**src/rtl/switch_check_scheduler.sv**
```systemverilog
// Board-switch front end: synchronises and debounces the 8 switches, then checks both
// nibbles against their target popcounts using one shared popcount/compare unit.
module switch_check_scheduler #(
    parameter int DEBOUNCE_CYCLES = 1000000,
    parameter int CNT_W           = 20,
    parameter int TARGET_LO       = 2,
    parameter int TARGET_HI       = 1
) (
    input  logic       clk,
    input  logic       rst_n,
    input  logic [7:0] sw,
    output logic [1:0] led,
    output logic       busy,
    output logic [7:0] eval_cnt
);

    typedef enum logic [1:0] {
        IDLE    = 2'd0,
        EVAL_LO = 2'd1,
        EVAL_HI = 2'd2,
        COMMIT  = 2'd3
    } state_t;

    localparam logic [CNT_W-1:0] CNT_LAST = CNT_W'(DEBOUNCE_CYCLES - 1);
    localparam logic [2:0]       TGT_LO   = 3'(TARGET_LO);
    localparam logic [2:0]       TGT_HI   = 3'(TARGET_HI);

    state_t           state;
    state_t           state_nxt;

    logic [7:0]       sync_meta;
    logic [7:0]       sw_sync;
    logic [7:0]       sw_prev;
    logic [7:0]       sw_db;
    logic [CNT_W-1:0] db_cnt;
    logic             db_inc;
    logic             db_load;

    logic             pending;
    logic [7:0]       snap;
    logic             res_lo;
    logic             res_hi;

    logic             load_snap;
    logic             capture_lo;
    logic             capture_hi;
    logic             commit;
    logic             sel_hi;

    logic [3:0]       unit_in;
    logic [2:0]       unit_tgt;
    logic [2:0]       unit_pop;
    logic             unit_match;

    // Two-flop synchroniser plus one delay stage used for stability detection.
    always_ff @(posedge clk or negedge rst_n) begin
        if (!rst_n) begin
            sync_meta <= '0;
            sw_sync   <= '0;
            sw_prev   <= '0;
        end else begin
            sync_meta <= sw;
            sw_sync   <= sync_meta;
            sw_prev   <= sw_sync;
        end
    end

    // The counter only runs while a stable vector differs from the accepted one.
    assign db_inc  = (sw_sync == sw_prev) && (sw_sync != sw_db);
    assign db_load = db_inc && (db_cnt == CNT_LAST);

    always_ff @(posedge clk or negedge rst_n) begin
        if (!rst_n) begin
            db_cnt <= '0;
            sw_db  <= '0;
        end else if (!db_inc) begin
            db_cnt <= '0;
        end else if (db_load) begin
            db_cnt <= '0;
            sw_db  <= sw_sync;
        end else begin
            db_cnt <= db_cnt + CNT_W'(1);
        end
    end

    // pending is the request flag: the debouncer raises it on every accepted vector
    // and IDLE consumes it by loading snap; a raise in the consume cycle wins.
    always_ff @(posedge clk or negedge rst_n) begin
        if (!rst_n) begin
            pending <= 1'b0;
        end else if (db_load) begin
            pending <= 1'b1;
        end else if (load_snap) begin
            pending <= 1'b0;
        end
    end

    always_ff @(posedge clk or negedge rst_n) begin
        if (!rst_n) begin
            state <= IDLE;
        end else begin
            state <= state_nxt;
        end
    end

    always_comb begin
        state_nxt = state;
        case (state)
            IDLE:    if (pending) state_nxt = EVAL_LO;
            EVAL_LO: state_nxt = EVAL_HI;
            EVAL_HI: state_nxt = COMMIT;
            COMMIT:  state_nxt = IDLE;
            default: state_nxt = IDLE;
        endcase
    end

    always_comb begin
        load_snap  = 1'b0;
        capture_lo = 1'b0;
        capture_hi = 1'b0;
        commit     = 1'b0;
        sel_hi     = 1'b0;
        case (state)
            IDLE:    load_snap = pending;
            EVAL_LO: capture_lo = 1'b1;
            EVAL_HI: begin
                capture_hi = 1'b1;
                sel_hi     = 1'b1;
            end
            COMMIT:  commit = 1'b1;
            default: ;
        endcase
    end

    // Shared popcount/compare unit; the state picks the nibble and its target.
    assign unit_in    = sel_hi ? snap[7:4] : snap[3:0];
    assign unit_tgt   = sel_hi ? TGT_HI : TGT_LO;
    assign unit_pop   = 3'(unit_in[0]) + 3'(unit_in[1]) + 3'(unit_in[2]) + 3'(unit_in[3]);
    assign unit_match = (unit_pop == unit_tgt);

    always_ff @(posedge clk or negedge rst_n) begin
        if (!rst_n) begin
            snap     <= '0;
            res_lo   <= 1'b0;
            res_hi   <= 1'b0;
            led      <= '0;
            eval_cnt <= '0;
            busy     <= 1'b0;
        end else begin
            if (load_snap) begin
                snap <= sw_db;
            end
            if (capture_lo) begin
                res_lo <= unit_match;
            end
            if (capture_hi) begin
                res_hi <= unit_match;
            end
            if (commit) begin
                led      <= {res_hi, res_lo};
                eval_cnt <= eval_cnt + 8'd1;
            end
            busy <= (state_nxt != IDLE);
        end
    end

endmodule
```
**config.mk**
```make
export PLATFORM = sky130hd
export DESIGN_NAME = switch_check_scheduler
export DESIGN_NICKNAME = d
export VERILOG_FILES = /design/src/rtl/switch_check_scheduler.sv
export SDC_FILE = /design/constraint.sdc
export NUM_CORES = 1
export LEC_CHECK = 0
export BUFFER_PORTS_ARGS = -buffer_cell sky130_fd_sc_hd__clkbuf_2
export CAP_MARGIN = 5
export CORE_AREA = 2 2 83 85
export CTS_CLUSTER_SIZE = 25
export DETAILED_ROUTE_END_ITERATION = 12
export DIE_AREA = 0 0 85 87
export GPL_TIMING_DRIVEN = 0
export HOLD_SLACK_MARGIN = 0.08
export PLACE_DENSITY = 0.68
export SYNTH_ARGS = -nofsm -noshare
export SYNTH_HDL_FRONTEND = slang
export SYNTH_SLANG_ARGS = --single-unit
export TNS_END_PERCENT = 50
```
**constraint.sdc**
```tcl
create_clock -name clk -period 7.2 [get_ports clk]
set_input_delay 2.16 -clock clk [delete_from_list [all_inputs] [get_ports clk]]
set_output_delay 2.16 -clock clk [all_outputs]
set_load 0.01 [all_outputs]
```
# ---- Word level (Yosys, flattened, before mapping)
# Cells that the tools add are included.
# W data, S select, Z words.
dict set report word_totals {
  ff_bits 76
  inputBits 10
  output_inout_bits 11
  word_cells 43
}
dict set report op_classes {
  addsub 5
  eq_ne 7
  muxes 12
  reduce_logical 6
}
# operator count
set ops {}
lappend ops {{$mux W20} 2}
lappend ops {{$add A20 B1 Y20 const B} 1}
lappend ops {{$eq A20 B20 Y1 const B} 1}
lappend ops {{$add A8 B1 Y8 const B} 1}
lappend ops {{$eq A8 B8 Y1} 1}
lappend ops {{$ne A8 B8 Y1} 1}
lappend ops {{$pmux W2 S4} 1}
lappend ops {{$mux W1} 6}
lappend ops {{$eq A2 B2 Y1 const B} 2}
lappend ops {{$mux W2} 2}
lappend ops {{$mux W4} 1}
lappend ops {{$reduce_bool A2 Y1} 2}
lappend ops {{$add A2 B1 Y3} 1}
lappend ops {{$add A3 B1 Y3} 1}
lappend ops {{$eq A3 B2 Y1} 1}
lappend ops {{$add A1 B1 Y2} 1}
lappend ops {{$eq A2 B1 Y1 const B} 1}
lappend ops {{$logic_and A1 B1 Y1} 2}
lappend ops {{$logic_not A2 Y1} 1}
lappend ops {{$reduce_and A2 Y1} 1}

# ---- Logic depth before layout (Yosys ltp)
# Gate-level depths: netlist of the first run.
dict set report logic_depth {
  ltp_word 7
  mapped_depth 12
  depth_no_buf 11
}

# ---- Worst setup path before layout of the first run
# Ideal clock, no wire load.
dict set report synth_path {
  path_type {register to register}
  startpoint {register state[0]}
  endpoint {register res_lo}
  setup_time_ns 0.125
  arrival_time_ns 2.524
  t_required_ns 7.075
  setup_slack_ns 4.551
  path_stages_with_launch 13
  n_path_buf 1
  period_less_slack_ns 2.649
  cell_sequence {dfrtp_1 -> inv_1 -> ha_1 -> clkbuf_1 -> mux2i_1 -> fa_1 -> inv_1 -> ha_1 -> ha_1 -> nor2_1 -> a21oi_1 -> nor2_1 -> mux2_2}
}
dict set report synth_via {
  elab_chain_cells 7
}
# element line
set synth_rtl {}
lappend synth_rtl {{from (decl)} 28} ;# state_t state;
lappend synth_rtl {{from (signal assigned)} 102} ;# state <= state_nxt;
lappend synth_rtl {{$eq A2 B2 Y1} 123} ;# case (state)
lappend synth_rtl {{$mux W1} 123}
lappend synth_rtl {{$mux W4} 136} ;# assign unit_in = sel_hi ? snap[7:4] : snap[3:0];
lappend synth_rtl {{$add A1 B1 Y2} 138} ;# assign unit_pop = 3'(unit_in[0]) + 3'(unit_in[1]) + 3'(unit_in[2]) + 3'(unit_in[3]);
lappend synth_rtl {{$add A2 B1 Y3} 138}
lappend synth_rtl {{$add A3 B1 Y3} 138}
lappend synth_rtl {{$eq A3 B2 Y1} 139} ;# assign unit_match = (unit_pop == unit_tgt);
lappend synth_rtl {{to (signal assigned)} 154} ;# res_lo <= unit_match;
lappend synth_rtl {{to (decl)} 41} ;# logic res_lo;
# Parallel ways exist; a longest one is shown, timed or not.
# A chain may end at the register's enable or synchronous reset.

# ---- Worst setup path after layout of the first run
dict set report layout_path {
  startpoint {register eval_cnt[2]}
  endpoint {output eval_cnt[2]}
}
# element line
set layout_rtl {}
lappend layout_rtl {{from (decl)} 14} ;# output logic [7:0] eval_cnt
lappend layout_rtl {{from (signal assigned)} 161} ;# eval_cnt <= eval_cnt + 8'd1;
# No word-level cell between the ends.

==> results of run 1 <==
-- logic make-up after synthesis --
family          synth area share
compound gates           0.00900
mux                       0.0962
flops                      0.595
simple gates               0.135
buf+inv                   0.0149
fa+ha+maj                 0.0376
xor+xnor                   0.112
-- per-stage QoR --
step	hold slack [ns]	cells
2_1_floorplan	0.331	243
3_3_place_gp	0.332	343
3_5_place_dp	0.336	344
4_1_cts	0.353	359
5_1_grt	0.358	359
6_report	0.352	359
-- cell type report --
cell class | instances | area (um2)
Fill cell | 552 | 2940
Sequential cell | 76 | 1900
Multi-Input combinational cell | 155 | 1250
Clock buffer | 9 | 124
Timing Repair Buffer | 21 | 123
Tap cell | 80 | 100
Clock inverter | 6 | 88.8
Inverter | 7 | 26.3
Buffer | 5 | 21.3
-- routing by layer --
metal / global-route usage / routed length [um] / vias to the layer above
met5: 0 / 0 / -
met4: 0.0736 / 96 / 0
met3: 0.0464 / 155 / 8
met2: 0.222 / 2210 / 24
met1: 0.196 / 2250 / 890
li1: - / - / 885
-- worst paths after layout --
check                        startpoint           end  slack (ns)
hold reg to reg            sync_meta[3]    sw_sync[3]        0.35
setup reg to reg               state[0]        res_lo        4.36
setup / recovery            eval_cnt[2]   eval_cnt[2]        4.11
min in group asynchronous         rst_n  sync_meta[6]        1.78
max in group asynchronous         rst_n    db_cnt[15]        4.84
hold / removal             sync_meta[3]    sw_sync[3]        0.35
-- placed cells by master (no fill, tap or decap), types with 2 or more instances in the layout --
| cell type | instances |
|---|---|
| inv_1 | 7 |
| clkbuf_2 | 19 |
| nand4_1 | 9 |
| xor2_1 | 22 |
| clkbuf_1 | 3 |
| xnor2_1 | 19 |
| and3_1 | 4 |
| ha_1 | 8 |
| mux2i_1 | 3 |
| bufinv_16 | 2 |
| nor2_1 | 27 |
| mux2_2 | 14 |
| dfrtp_1 | 76 |
| nand3_1 | 9 |
| mux2_4 | 8 |
| nand2_1 | 9 |
| nor3_1 | 2 |
| clkinvlp_4 | 2 |
| nor4_1 | 3 |
| clkbuf_8 | 9 |
| buf_2 | 2 |
| nand3b_1 | 2 |
-- cells in the mapped netlist, types with 2 or more instances --
library cell   n
mux2i_1        3
nand3_1        9
nor2_1        27
xnor2_1       19
nand3b_1       2
xor2_1        22
ha_1           8
inv_1          7
nand4_1        9
and3_1         4
nor3_1         2
dfrtp_1       76
mux2_2        14
mux2_4         8
buf_2          2
clkbuf_1       3
nand2_1        9
nor4_1         3
-- power breakdown --
group / switching [W] / leakage (nW) / internal (W)
sequential: 0.00000494 / 1.01 / 0.000433
clock: 0.000154 / 0.102 / 0.000194
combinational: 0.0000108 / 0.626 / 0.00000724
total: 0.000170 / 1.73 / 0.000634
-- sequential cells by signal (all words and copies together), names as in the netlist, 8 cells and up --
signal	count
sw_prev	8
sw_sync	8
snap	8
eval_cnt	8
db_cnt	20
sync_meta	8
sw_db	8
==> run metrics, run 1 <==
status=complete, no violations; top-area cell type share of the netlist area=0.595; fin util=0.553; Die X=~85 um; Max Freq=roughly 320 MHz; crit path capture type=output pin; CTS tree=built; CP Depth=1; post-route antenna net violation count=0; Post-Synthesis Cells=243; worst-path cell chain=clkbuf_2; Mapped Nets=262; hold crit path type=reg2reg; # hold bufs at CTS=0; Worst slew margin=0.677; drt first pass iters=4; Max-Cap Viols=0; RePlAce Congestion=slightly below 0.8; register area share after synthesis=0.595; vias post-DR=1,807; Syn. warnings=0; # Post-CTS Setup Buffers=0; asr flop ratio synth=1.00; Die H=87 um; worst reg2reg path depth=12; site row count=30; Final setup viols=0; Avg Inst Size Synth=between 10 and 15 um2; min Tclk post-route=a little over 3 ns; port bufs=20; dpl hpwl=~3.2 mm; Final Instance Area=roughly 3600 um2; top post-synthesis cells by area=dfrtp_1 (59%), xor2_1 (6.0%), xnor2_1 (5.2%); Clk Latency, worst-skew pair=0.34 ns; CP Buf/Inv Count=1; CTS Buffer Depth=2; Root Buffer=clkbuf_8; DRC=0; # diodes=0; synth unique cells=34; first-pass GRT wire length=around 8.3 mm; clock slew at reported path FFs=~0.080 ns; DR iter-0 viols=just under 100; clk sinks=between 70 and 80; Core Area=about 6600 um2; IO Count=21; Slew @ Worst Pin=approximately 0.48 ns; WS Path Type=reg2out; initial antenna violation count=0; final hold viol count=0; H-tree Lvls=3; Resized cells post-CTS=0; final period utilization=0.429; GR Util All Layers=0.148; Leak=roughly 1.7 nW; starting density of the core=0.487; RSZ-0062 raised after global routing=no; Nets=~290; clock buffer count from CTS=9; Final Skew=around 0.0044 ns; Pwr Density=221 nW/um2; crit-path leading delay family=flip-flops; vias in the first global route=about 1,800; Arrival @ worst endpoint=0.93 ns; pre-CTS WS=around 4.3 ns; CP required=between 5 and 6 ns; Synth area leader=dfrtp_1; Yosys reg bits=76; startpoint types=flop; Worst Path Max Fanout=5; Placement Cell Area=~3400 um2; WL final=4.71 mm; Top FF cell, synth=dfrtp_1; crit-path max cell delay=about 0.43 ns; Final WS setup=a little over 4 ns; Tot Pwr=just over 0.0008 W; die area=~7400 um2; Max VDD drop=around 0.00013 V; vias per cell=5.03; Min-Delay Path Depth=0; Syn-to-layout area delta=13.6%; Critical-path top delay cell=dfrtp_1; Fin Setup TNS=0 ns; pin count of the biggest net entering global routing=between 40 and 50; WL per Instance=roughly 13 um; grt ovf=0; Post-synth EDFFs=0; Slew Limit Fails=0; layout cells sized above 1=0.251; post-synthesis cell area=approximately 3200 um2
Power figures use the tool's default switching activity.
==> run 2: changes to the inputs <==
==> constraint.sdc (replaced) <==
create_clock -name clk -period 3 [get_ports clk]
set_input_delay 0.9 -clock clk [delete_from_list [all_inputs] [get_ports clk]]
set_output_delay 0.9 -clock clk [all_outputs]
set_load 0.01 [all_outputs]
==> run metrics, run 2 (synthesized netlist as in run 1, its figures left out) <==
post-route antenna net violation count=0 (unchanged); dpl hpwl=3.23 mm (unchanged); R2R Setup Slk=0.28 ns (-4.08 ns); P_sw=0.000408 W (+140%); layout cells sized above 1=0.252 (+0.000903); Root Buffer=clkbuf_8; RSZ-0062 raised after global routing=no; Critical-path top delay cell=fa_1; WL per Instance=13.2 um (+0.47%); clock buffer count from CTS=9 (unchanged); Nets=293 (-0.34%); Slew Limit Fails=0 (unchanged); final hold viol count=0 (unchanged); Crit. Startpoint=state[0]; Max VDD drop=0.000316 V (+140%); port bufs=20 (unchanged); Die H=87 um (unchanged); max reg flops=20 (unchanged); sequential share of power=0.545 (about the same); most used cell, CP=ha_1; starting density of the core=0.487 (unchanged); DR iter-0 viols=104 (+6.1%); Resized cells post-CTS=0 (unchanged); first-pass GRT wire length=8.33 mm (unchanged); die area=7400 um2 (unchanged); Max Freq=367 MHz; final period utilization=0.907; Max-Cap Viols=0 (unchanged); Worst R2R End=res_lo; CTS tree=built; CP required=3.23 ns (-1.81 ns); Tot Pwr=0.00193 W (+140%); commonest non-fill, non-tap cell in the layout=dfrtp_1; site row count=30 (unchanged); fin util=0.553 (-0.000572); DRC=0 (unchanged); clock power share=0.433 (about the same); Fin Setup TNS=0 ns (unchanged); clk sinks=76 (unchanged); Final Skew=0.00439 ns (-0.000000190 ns); worst-path cell chain=inv_1 -> ha_1 -> mux2i_1 -> fa_1 -> inv_1 -> ha_1 -> ha_1 -> nor2_1 -> a21oi_1 -> nor2_1 -> mux2_2; commonest cells after routing, fill and taps aside=dfrtp_1 (76), nor2_1 (27), xor2_1 (22), xnor2_1 (19), clkbuf_2 (19); Clk Latency, worst-skew pair=0.34 ns (about the same); Core Area=6570 um2 (unchanged); P_int=0.00152 W (+140%); pin count of the biggest net entering global routing=46 (unchanged); vias per cell=5.03 (about the same); switching fraction of total power=0.212 (about the same); RePlAce Congestion=0.780 (unchanged); Arrival @ worst endpoint=2.95 ns (+2.02 ns); vias in the first global route=1,785 (unchanged); clock slew at reported path FFs=0.08 ns (about the same); Pwr Density=532 nW/um2 (+140%); min Tclk post-route=2.72 ns; Leak=1.73 nW (about the same); vias post-DR=1,802 (-0.28%); grt ovf=0 (unchanged); # diodes=0 (unchanged); Slew @ Worst Pin=0.482 ns (-0.000839 ns); status=complete, no violations; Syn-to-layout area delta=13.5%; crit-path max cell delay=0.55 ns (+0.12 ns); combinational share of power=0.022 (about the same); CTS Buffer Depth=2 (unchanged); H-tree Lvls=3 (unchanged); WS Path Type=reg2reg; WL final=4.72 mm (+0.19%); IO Count=21 (unchanged); Worst slew margin=0.678 (about the same); GR Util All Layers=0.148 (unchanged); reg2reg start=state[0]; drt first pass iters=4 (unchanged); Worst Path Max Fanout=8 (+3); initial antenna violation count=0 (unchanged); crit path capture type=flop; fill count=551 (-0.18%); startpoint types=flop; Final setup viols=0 (unchanged); Reg with most FFs=db_cnt; worst reg2reg path depth=11 (-1); hold crit path type=reg2reg; Die X=85 um (unchanged); Critical Path Sink=res_lo
-- run 2: cell types whose count changed in the layout (fill, tap and decap cells not counted), sizes merged --
cell    delta
clkbuf     -1
-- run 2: repair_timing --
action                                  in CTS  in global routing
hold buffers                                 0                  0
setup buffers                                0                  0
endpoints found under the setup margin       0                  1
-- run 2: critical path: cells and delay by family (launching register included) --
family | cells | cell delay, ns
multiplexers | 2 | 0.41
AO/OA/AOI/OAI | 1 | 0.11
AND/OR/NAND/NOR | 2 | 0.12
flip-flops | 1 | 0.40
adder cells (fa/ha/maj) | 4 | 1.43
buffers and inverters | 2 | 0.14
-- run 2: power by group through the flow --
stage	Combinational (W)	Sequential, W	Clock, W
CTS	0.0000459	0.00105	0.000856
floorplan	0.0000148	0.00107	0
global placement	0.0000413	0.00107	0
detailed placement	0.0000460	0.00107	0
global route	0.0000514	0.00105	0.000906
finish	0.0000433	0.00105	0.000835
-- run 2: metal layers --
layer	share of wire	vias up	GRT usage	wire, um
met4	0.020	0	0.0736	96
met2	0.47	24	0.222	2210
li1	-	884	-	-
met1	0.48	886	0.196	2260
met3	0.033	8	0.0464	155
met5	0	-	0	0
-- run 2: layout make-up --
class	instances	area, um2	area share
Sequential cell	76	1900	0.524
Tap cell	80	100	0.0276
Buffer	4	17.5	0.00483
Multi-Input combinational cell	155	1250	0.344
Clock buffer	9	124	0.0341
Timing Repair Buffer	21	123	0.0338
Inverter	7	26.3	0.00724
Clock inverter	6	88.8	0.0245
-- run 2: worst min-delay path by stage --
| stage | slack, ns | from | depth (start not counted) | to |
|---|---|---|---|---|
| 2_1_floorplan | 0.33 | sync_meta[0] | 0 | sw_sync[0] |
| 3_3_place_gp | 0.33 | sync_meta[2] | 0 | sw_sync[2] |
| 3_5_place_dp | 0.34 | sync_meta[5] | 0 | sw_sync[5] |
| 4_1_cts | 0.35 | sync_meta[5] | 0 | sw_sync[5] |
| 5_1_grt | 0.36 | sync_meta[0] | 0 | sw_sync[0] |
| 6_report | 0.35 | sync_meta[3] | 0 | sw_sync[3] |
-- run 2: stage by stage --
| stage | area (um2) | setup WS [ns] | hold slack (ns) | instances |
|---|---|---|---|---|
| after floorplan | 3200 | 0.351 | 0.331 | 243 |
| after global placement | 3400 | 0.187 | 0.332 | 343 |
| after detailed placement | 3420 | 0.132 | 0.336 | 344 |
| after CTS | 3630 | 0.116 | 0.353 | 359 |
| after global routing | 3630 | 0.0783 | 0.358 | 358 |
| final | 3630 | 0.278 | 0.352 | 358 |
